$ cat src/rtl/bus_arb_pkg.sv
// Shared types and sizing helpers for the tristate bus arbiter.
package bus_arb_pkg;

  typedef enum logic [1:0] {
    IDLE,
    OWN,
    TURN
  } state_e;

  // Width of a counter that must reach max_val inclusive.
  function automatic int cnt_w(input int max_val);
    return (max_val < 1) ? 1 : $clog2(max_val + 1);
  endfunction

endpackage

$ cat src/rtl/tristate_bus_arbiter_rr_pick.sv
// Combinational round-robin selector: first asserted request at or after ptr, wrapping mod N.
module rr_pick #(
  parameter int N  = 4,
  parameter int PW = (N > 1) ? $clog2(N) : 1
) (
  input  logic [N-1:0]  req,
  input  logic [PW-1:0] ptr,
  output logic          valid,
  output logic [PW-1:0] idx
);

  int unsigned pos;

  always_comb begin
    // NOTE: every output gets a default before the loop so no path leaves it unassigned (no latch).
    valid = 1'b0;
    idx   = '0;
    pos   = 0;
    for (int k = 0; k < N; k++) begin
      pos = (int'(ptr) + k) % N;
      if (!valid && req[PW'(pos)]) begin
        valid = 1'b1;
        idx   = PW'(pos);
      end
    end
  end

endmodule

$ cat src/rtl/tristate_bus_arbiter.sv
// Round-robin owner selection with hold limit and guaranteed dead cycles for a shared tristate bus.
module tristate_bus_arbiter
  import bus_arb_pkg::*;
#(
  parameter int N          = 4,
  parameter int W          = 4,
  parameter int MAX_HOLD   = 4,
  parameter int TURNAROUND = 1
) (
  input  logic           clk,
  input  logic           reset,
  input  logic [N-1:0]   req,
  input  logic [N*W-1:0] data_in,
  output logic [N-1:0]   grant,
  output logic           bus_en,
  output logic [W-1:0]   bus_a
);

  localparam int PW = (N > 1) ? $clog2(N) : 1;
  localparam int CW = cnt_w(MAX_HOLD);
  localparam int TW = cnt_w(TURNAROUND);

  state_e        state_q;
  logic [N-1:0]  grant_q;
  logic          bus_en_q;
  logic [PW-1:0] owner_q;
  logic [PW-1:0] ptr_q;
  logic [PW-1:0] ptr_d;
  logic [CW-1:0] hold_q;
  logic [TW-1:0] turn_q;

  logic          pick_valid;
  logic [PW-1:0] pick_idx;
  logic [N-1:0]  pick_onehot;

  rr_pick #(
    .N  (N),
    .PW (PW)
  ) u_rr_pick (
    .req   (req),
    .ptr   (ptr_q),
    .valid (pick_valid),
    .idx   (pick_idx)
  );

  assign pick_onehot = {{(N-1){1'b0}}, 1'b1} << pick_idx;
  assign ptr_d       = (owner_q == PW'(N - 1)) ? '0 : owner_q + PW'(1);

  always_ff @(posedge clk) begin
    // NOTE: non-blocking assignments so every register samples pre-edge values of its peers.
    if (reset) begin
      state_q  <= IDLE;
      grant_q  <= '0;
      bus_en_q <= 1'b0;
      owner_q  <= '0;
      ptr_q    <= '0;
      hold_q   <= '0;
      turn_q   <= '0;
    end else begin
      case (state_q)
        IDLE, TURN: begin
          if (state_q == TURN && turn_q < TW'(TURNAROUND)) begin
            turn_q <= turn_q + TW'(1);
          end else if (pick_valid) begin
            state_q  <= OWN;
            grant_q  <= pick_onehot;
            bus_en_q <= 1'b1;
            owner_q  <= pick_idx;
            hold_q   <= CW'(1);
          end else begin
            state_q <= IDLE;
          end
        end
        OWN: begin
          if (req[owner_q] && hold_q < CW'(MAX_HOLD)) begin
            hold_q <= hold_q + CW'(1);
          end else begin
            // Pointer moves only on release, so a forced-off owner waits its turn.
            state_q  <= TURN;
            grant_q  <= '0;
            bus_en_q <= 1'b0;
            ptr_q    <= ptr_d;
            turn_q   <= TW'(1);
          end
        end
        default: begin
          state_q  <= IDLE;
          grant_q  <= '0;
          bus_en_q <= 1'b0;
        end
      endcase
    end
  end

  assign grant  = grant_q;
  assign bus_en = bus_en_q;

  always_comb begin
    bus_a = '0;
    if (bus_en_q) bus_a = data_in[int'(owner_q)*W +: W];
  end

endmodule

$ cat config.mk
export PLATFORM = sky130hd
export DESIGN_NAME = tristate_bus_arbiter
export DESIGN_NICKNAME = d
export VERILOG_FILES = /design/src/rtl/bus_arb_pkg.sv /design/src/rtl/tristate_bus_arbiter_rr_pick.sv /design/src/rtl/tristate_bus_arbiter.sv
export SDC_FILE = /design/constraint.sdc
export NUM_CORES = 1
export LEC_CHECK = 0
export ABC_AREA = 0
export BUFFER_PORTS_ARGS = -buffer_cell sky130_fd_sc_hd__clkbuf_2
export CAP_MARGIN = 20
export CORE_MARGIN = 5
export CORE_UTILIZATION = 48
export DETAILED_ROUTE_END_ITERATION = 7
export GPL_ROUTABILITY_DRIVEN = 0
export PLACE_DENSITY = 0.77
export SLEW_MARGIN = 15
export SYNTH_ARGS = -nofsm -noshare
export SYNTH_HDL_FRONTEND = slang
export SYNTH_SLANG_ARGS = --single-unit
export TNS_END_PERCENT = 1
$ cat constraint.sdc
create_clock -name clk -period 1.83 [get_ports clk]
set_input_delay 0.366 -clock clk [delete_from_list [all_inputs] [get_ports clk]]
set_output_delay 0.366 -clock clk [all_outputs]
set_load 0.1 [all_outputs]
# [After elaboration in Yosys (flattened, before gate mapping)]
# Index checks and enable logic that the tools add are counted.
[classes] shifts=2 n_mux=39 reduce_logical=17 eq_ne=8 n_lt_le_gt_ge=7 add_sub_neg=6 n_bitwise=2
[op_table] operator="$mux W4" count=4
[op_table] operator="$shiftx A16 B5 Y4" count=1
[op_table] operator="$lt A2 B3 Y1 const B" count=5
[op_table] operator="$mux W1" count=15
[op_table] operator="$mux W2" count=7
[op_table] operator="$bmux W1 S2" count=5
[op_table] operator="$ne A2 B2 Y1 const B" count=5
[op_table] operator="$mux W3" count=3
[op_table] operator="$reduce_and A3 Y1" count=3
[op_table] operator="$pmux W4 S2" count=1
[op_table] operator="$pmux W3 S2" count=1
[op_table] operator="$logic_and A1 B1 Y1" count=5
[op_table] operator="$add A2 B1 Y2 const B" count=2
[op_table] operator="$add A2 B2 Y2 const B" count=2
[op_table] operator="$eq A2 B2 Y1 const B" count=2
[op_table] operator="$pmux W1 S2" count=2
[op_table] operator="$pmux W2 S2" count=1
[op_table] operator="$reduce_and A2 Y1" count=2
[op_table] operator="$reduce_and A4 Y1" count=1
[op_table] operator="$shl A1 B2 Y4 const A" count=1
[op_table] operator="$add A3 B1 Y3 const B" count=1
[op_table] operator="$logic_not A1 Y1" count=3
[op_table] operator="$lt A3 B3 Y1 const B" count=1
[op_table] operator="$eq A2 B1 Y1 const B" count=1
[op_table] operator="6 further kinds" count=7
[word_totals] reg_bits=15 input_bits=22 wordCells=88

# [Longest topological paths before layout]
# Gate-level depths: netlist of run 1.
[logic_depth] depth_word=16 ltp_mapped=5

# [Cells and area by module]
# From an unflattened synthesis of run 1, not the netlist that was laid out.
[unflattened] cells_unflattened=95 hier_area_um2=869.6
[modules_own_cells] module="tristate_bus_arbiter" seq_area_each_um2=300.3 instances=1 cells_each=80 area_each_um2=792.0
[modules_own_cells] module="rr_pick" seq_area_each_um2=0.0 instances=1 cells_each=15 area_each_um2=77.6

# [Least setup slack after synthesis of run 1]
# OpenSTA, ideal clock, no wires.
[synth_timing] path_type="register to output" from="register bus_en_q (netlist: bus_en)" to="output port bus_a[0]" arrival_ns=1.844 required_ns=1.464 setup_slack_ns=-0.380 path_buffers=0 path_stages_with_launch=2 path_cell_list="dfxtp_1 -> and2_1"
[synth_via] elab_chain_len=1
[synth_lines] item="start: declaration" line="tristate_bus_arbiter.sv:25" source="logic bus_en_q;"
[synth_lines] item="start signal: assignment" line="tristate_bus_arbiter.sv:54" source="bus_en_q <= 1'b0;"
[synth_lines] item="start signal: assignment" line="tristate_bus_arbiter.sv:67" source="bus_en_q <= 1'b1;"
[synth_lines] item="start signal: assignment" line="tristate_bus_arbiter.sv:81" source="bus_en_q <= 1'b0;"
[synth_lines] item="$mux W4" line="tristate_bus_arbiter.sv:100" source="if (bus_en_q) bus_a = data_in[int'(owner_q)*W +: W];"
[synth_lines] item="end: declaration" line="tristate_bus_arbiter.sv:16" source="output logic [W-1:0] bus_a"
# No other way between the ends.

# [Final worst setup path of run 1]
[layout_timing] from="register owner_q[0]" to="output port bus_a[2]"
[layout_via] elab_chain_len=2
[layout_lines] item="start: declaration" line="tristate_bus_arbiter.sv:26" source="logic [PW-1:0] owner_q;"
[layout_lines] item="start signal: assignment" line="tristate_bus_arbiter.sv:68" source="owner_q <= pick_idx;"
[layout_lines] item="$shiftx A16 B5 Y4" line="tristate_bus_arbiter.sv:100"
[layout_lines] item="$mux W4" line="tristate_bus_arbiter.sv:100"
# No other way between the ends.

==> results.ini, run 1 <==
[outcome]
status = complete, but fails checks
violations = negative setup slack

[logic_synthesis]
ys_types = 37
synth.largest_area_cell = dfxtp_1
ys_seq_elements = 15
synth.avg_cell_area_um2 = 9.71
yosysTopAreaCellShare = 0.340
ys_warn_count = 0
synth_area_um2 = 883
synth_cells = 91
syn-num-nets = 115
ys_seq_area_frac = 0.340
ys_top_cells_by_area = dfxtp_1, mux4_2, a21oi_1

[timing]
slew_violations = 0
finalHoldViolCount = 0
fin_worst_skew_ps = 3.51
timing.fmax_ghz = 0.532
finalSetupViolations = 4
relSlewSlack = 0.639
period_share = 1.03
period_needed_ps = 1880
fin_ws_ps = -51.3
whs_ps = 459
tightest_slew_ps = 544
setup_tns_ps = -151
rsz0062_at_grt = true

[route]
drt-vias-per-instance = 5.81
drcViolationCount = 0
vias = 878
drt.antenna.violating_nets = 0
wl_per_cell_um = 15.0
wirelength_mm = 2.27
drt-initial-drc-count = 20
dr.pass1.iters = 4

[clock_tree]
clk_pin_slew_ps = 90
cts_made_buffers = 3
clockRootBuffer = clkbuf_4
clock-sinks = 15
worstSkewPairLatency_ps = 280
cts-hold-fix-buffers = 0
post_cts_buffers = 0
h-tree-depth = 1
clockBufferDepth = 2
tritoncts = done

[floorplan]
die_h_um = 52.9
rows = 15
dieWidth_um = 52.9
die_area_um2 = 2800
start_util = 0.506
core-area_um2 = 1750
io_pins = 31

[finish]
fin_nets = 151
syn_to_final_growth_pct = 33.7
drive_gt1_frac = 0.429
n_antenna_cell = 0

[critical_path]
path_max_fanout = 5
worstSetupPathType = flop to output pin
cp.arrival_ps = 1520
cp_slowest_cell = mux4_2
cp.required_ps = 1460
crit_path_end_kind = output pin
path_depth = 3
slowest_delay_ps = 510
path_cells = mux4_2 -> and2_4 -> buf_12
path_buf_inv = 1
crit_family = multiplexers
r2r_cells = 5
start_kind = flop

[placed_design]
portBuffers = 30
dp_hpwl_mm = 1.82

[global_routing]
grt_max_degree = 13
grt_pass1_wl_mm = 3.56
grt_pass1_vias = 831
antenna_found_initial = 0
gr-total-overflow = 0
grtUsageTotal = 0.174

[power]
powerDensity_nw_per_um2 = 924
vdd_drop_max_mv = 0.614
total_power_mw = 1.09
p_leak_nw = 0.499

[min_path]
hold_depth = 3
hold_class = input pin to flop

[job]
max_cap_viol_count = 0

==> cell usage after synthesis (all sizes together) <==
cell / count
a211oi: 1
a21o: 1
a21oi: 10
a22o: 2
a311oi: 1
a31oi: 1
a32o: 2
and2: 4
buf: 2
clkbuf: 2
dfxtp: 15
ha: 2
inv: 2
mux2i: 4
mux4: 4
nand2: 3
nand2b: 3
nand3: 2
nand3b: 1
nor2: 7
nor2b: 2
nor3: 3
nor3b: 1
nor4: 1
nor4b: 1
o211ai: 1
o21a: 1
o221ai: 2
o22a: 1
o22ai: 3
o32a: 1
or2: 2
or3: 2
or4b: 1
==> layout by cell type (no fill, tap or decap), types with 4 or more instances in the layout <==
cell | netlist | routed
a21oi_1 | 10 | 10
mux4_2 | 4 | 4
nor2_1 | 7 | 7
and2_4 | 0 | 4
mux2i_1 | 4 | 4
dfxtp_1 | 15 | 12
buf_4 | 0 | 5
clkbuf_2 | 0 | 26
buf_12 | 0 | 4
==> metrics by stage <==
step | instance area (um2) | setup WS [ps] | instances | util
finish | 1180 | -51.3 | 151 | 0.677
global route | 1180 | -99.2 | 151 | 0.677
CTS | 1180 | -67.0 | 151 | 0.676
detailed placement | 1140 | 21.8 | 147 | 0.656
global placement | 1140 | 91.1 | 147 | 0.656
floorplan | 890 | 143 | 91 | -
==> worst reg2reg max path: cells and delay by family (launching register included) <==
| family | cells | cell delay (ps) |
|---|---|---|
| buf+inv | 1 | 160 |
| simple gates | 2 | 670 |
| compound gates | 2 | 500 |
| flops | 1 | 380 |
==> where the power goes <==
part	total (mW)	switching [mW]	internal, mW	leakage [nW]
clock	0.188	0.103	0.0846	0.0150
combinational	0.494	0.306	0.188	0.360
sequential	0.410	0.0447	0.365	0.124
==> final cells by class <==
class	count	area, um2
Fill cell	149	564
Multi-Input combinational cell	70	562
Sequential cell	15	307
Timing Repair Buffer	35	248
Tap cell	25	31.3
Clock buffer	4	26.3
Inverter	2	7.51
==> final timing paths <==
kind,start,endpoint,slack (ps)
worst max-delay path,owner_q[0],bus_a[2],-50
worst min-delay path,reset,owner_q[1],460
worst max register to register,owner_q[0],hold_q[0],50
worst min register to register,grant[2],grant[2],470
==> per-layer routing <==
| metal | vias up | share of wire | GRT usage |
|---|---|---|---|
| li1 | 422 | - | - |
| met1 | 395 | 0.41 | 0.197 |
| met2 | 54 | 0.46 | 0.308 |
| met3 | 7 | 0.11 | 0.0451 |
| met4 | 0 | 0.017 | 0.0638 |
| met5 | - | 0 | 0 |
==> flip-flops by register name, indices dropped and copies added, names as in the netlist <==
signal	cells
ptr_q	2
state_q	2
grant	4
hold_q	3
bus_en	1
owner_q	2
turn_q	1
==> cells by family (layout without fill, tap and decap cells) <==
kind of cell	count (synthesis)	after routing	synth area share
AO/OA/AOI/OAI	27	27	0.228
AND/OR/NAND/NOR	33	33	0.221
buffers and inverters	6	41	0.0354
flip-flops	15	15	0.340
adder cells (fa/ha/maj)	2	2	0.0283
multiplexers	8	8	0.147
==> timing repair <==
action,in CTS,in global routing
pin swaps,3,1
resized for setup,6,1
endpoints found under the hold margin,0,0
endpoints found under the setup margin,5,5
Power figures use the tool's default switching activity.
==> run 2: changes to the inputs <==
--- a/config.mk
+++ b/config.mk
@@ -13,6 +13,7 @@
 export DETAILED_ROUTE_END_ITERATION = 7
 export GPL_ROUTABILITY_DRIVEN = 0
 export PLACE_DENSITY = 0.77
+export RECOVER_POWER = 50
 export SLEW_MARGIN = 15
 export SYNTH_ARGS = -nofsm -noshare
 export SYNTH_HDL_FRONTEND = slang
==> run 2 against run 1 <==
Against the previous run:
- the run still ends with negative setup slack left
- sequential share of layout area up 0.11 points
- critical endpoint unchanged
- flip-flop and latch count is the same
- clock skew is 2.4 ps lower
- non-clock buffer count did not move
- routed wire length down 0.13%
==> results.ini, run 2 (synthesis results as in run 1) <==
[outcome]
violations = negative setup slack
status = complete, but fails checks

[route]
drt-vias-per-instance = 5.84
wl_per_cell_um = 15.0
drcViolationCount = 0
drt.antenna.violating_nets = 0
dr.pass1.iters = 4
vias = 882
wirelength_mm = 2.27
drt-initial-drc-count = 19

[clock_tree]
h-tree-depth = 1
clk_pin_slew_ps = 90
tritoncts = done
clockBufferDepth = 2
post_cts_buffers = 0
clock-sinks = 15
worstSkewPairLatency_ps = 280
cts_made_buffers = 3
clockRootBuffer = clkbuf_4

[finish]
layout_common_cells = clkbuf_2, dfxtp_1, a21oi_1
n_fill_cell = 150
final_area_um2 = 1180
n_antenna_cell = 0
syn_to_final_growth_pct = 33.1
layout_commonest_cell = clkbuf_2
post-route-util = 0.674
drive_gt1_frac = 0.421
largest_reg_flops = 4
fin_nets = 151

[power]
power_frac_seq = 0.375
powerDensity_nw_per_um2 = 926
p_leak_nw = 0.498
pwr-share-clk = 0.173
vdd_drop_max_mv = 0.621
internal_power_uw = 636
sw_frac_of_total = 0.417
comb_power_share = 0.452
p_sw_uw = 454

[critical_path]
path_max_fanout = 5
worstSetupPathType = flop to output pin
timing.rr.start = owner_q[0]
r2r_cells = 5
crit_start = owner_q[0]
cp.required_ps = 1460
worstReg2RegEnd = hold_q[0]
path_cells = mux4_2 -> and2_4 -> buf_12
slowest_delay_ps = 510
cp.arrival_ps = 1510
path_buf_inv = 1
cp_slowest_cell = mux4_2
crit_path_end_kind = output pin
start_kind = flop
path_depth = 3
crit_family = multiplexers
endpoint = bus_a[2]
r2r_slack_ps = 40

[timing]
finalSetupViolations = 4
relSlewSlack = 0.567
fin_worst_skew_ps = 1.09
rsz0062_at_grt = true
timing.fmax_ghz = 0.532
finalHoldViolCount = 0
slew_violations = 0
fin_ws_ps = -48.2
tightest_slew_ps = 645
period_share = 1.03
period_needed_ps = 1880

[global_routing]
gr-total-overflow = 0
grt_pass1_wl_mm = 3.56
grt_pass1_vias = 831
grt_max_degree = 13
grtUsageTotal = 0.174
antenna_found_initial = 0

[floorplan]
core-area_um2 = 1750
dieWidth_um = 52.9
die_h_um = 52.9
start_util = 0.506
io_pins = 31
die_area_um2 = 2800
rows = 15

[placed_design]
portBuffers = 30
dp_hpwl_mm = 1.82
place_area_um2 = 1140

[min_path]
hold_class = input pin to flop

[job]
max_cap_viol_count = 0

## run 2: cell counts in the layout (fill, tap and decap cells not counted)
No cell type changed its count.
## run 2: repair_timing
item / CTS / global route
endpoints found under the setup margin: 5 / 5
hold buffers: 0 / 0
pin swaps: 3 / 1
hold endpoints to repair: 0 / 0
gates resized for setup: 6 / 1
## run 2: per-stage QoR
stage	power (mW)	setup TNS [ps]	cells	setup slack, ps	hold WS (ps)
after floorplan	0.756	0	91	143	450
after global placement	0.885	0	147	91.1	448
after detailed placement	0.899	0	147	21.8	453
after CTS	1.09	-228	151	-67.0	453
after global routing	1.14	-360	151	-99.2	450
final	1.09	-139	151	-48.2	460
## run 2: area by class of cell
cell class              instances  area (um2)  area share
flip-flops and latches         15         307       0.261
inverters                       2        7.51     0.00638
multi-input cells              70         557       0.473
well taps                      25        31.3      0.0266
repair buffers                 35         248       0.211
clock buffers                   4        26.3      0.0223
## run 2: how the worst min path moves through the flow
stage               cells after the start    endpoint  slack [ps]  startpoint
floorplan                               2    ptr_q[0]         450    ptr_q[0]
global placement                        1    grant[2]         450    grant[2]
detailed placement                      1    grant[2]         450    grant[2]
CTS                                     3  owner_q[1]         450       reset
global route                            3   hold_q[1]         450       reset
finish                                  3  owner_q[1]         460       reset
## run 2: power by group through the flow
| stage | Combinational (mW) | Sequential [mW] | Clock, mW |
|---|---|---|---|
| global route | 0.519 | 0.416 | 0.208 |
| floorplan | 0.275 | 0.481 | 0 |
| global placement | 0.472 | 0.413 | 0 |
| detailed placement | 0.484 | 0.415 | 0 |
| finish | 0.492 | 0.409 | 0.188 |
| CTS | 0.494 | 0.410 | 0.192 |
## run 2: worst register-to-register path, delay by kind of cell (launching register included)
family	cells	cell delay [ps]
buffers and inverters	1	160
AO/OA/AOI/OAI	2	500
flip-flops	1	380
AND/OR/NAND/NOR	2	670
## run 2: routing by layer
metal,routed length (um),GRT usage
met1,952,0.197
met2,1030,0.308
met3,246,0.0451
met4,36,0.0638
met5,0,0
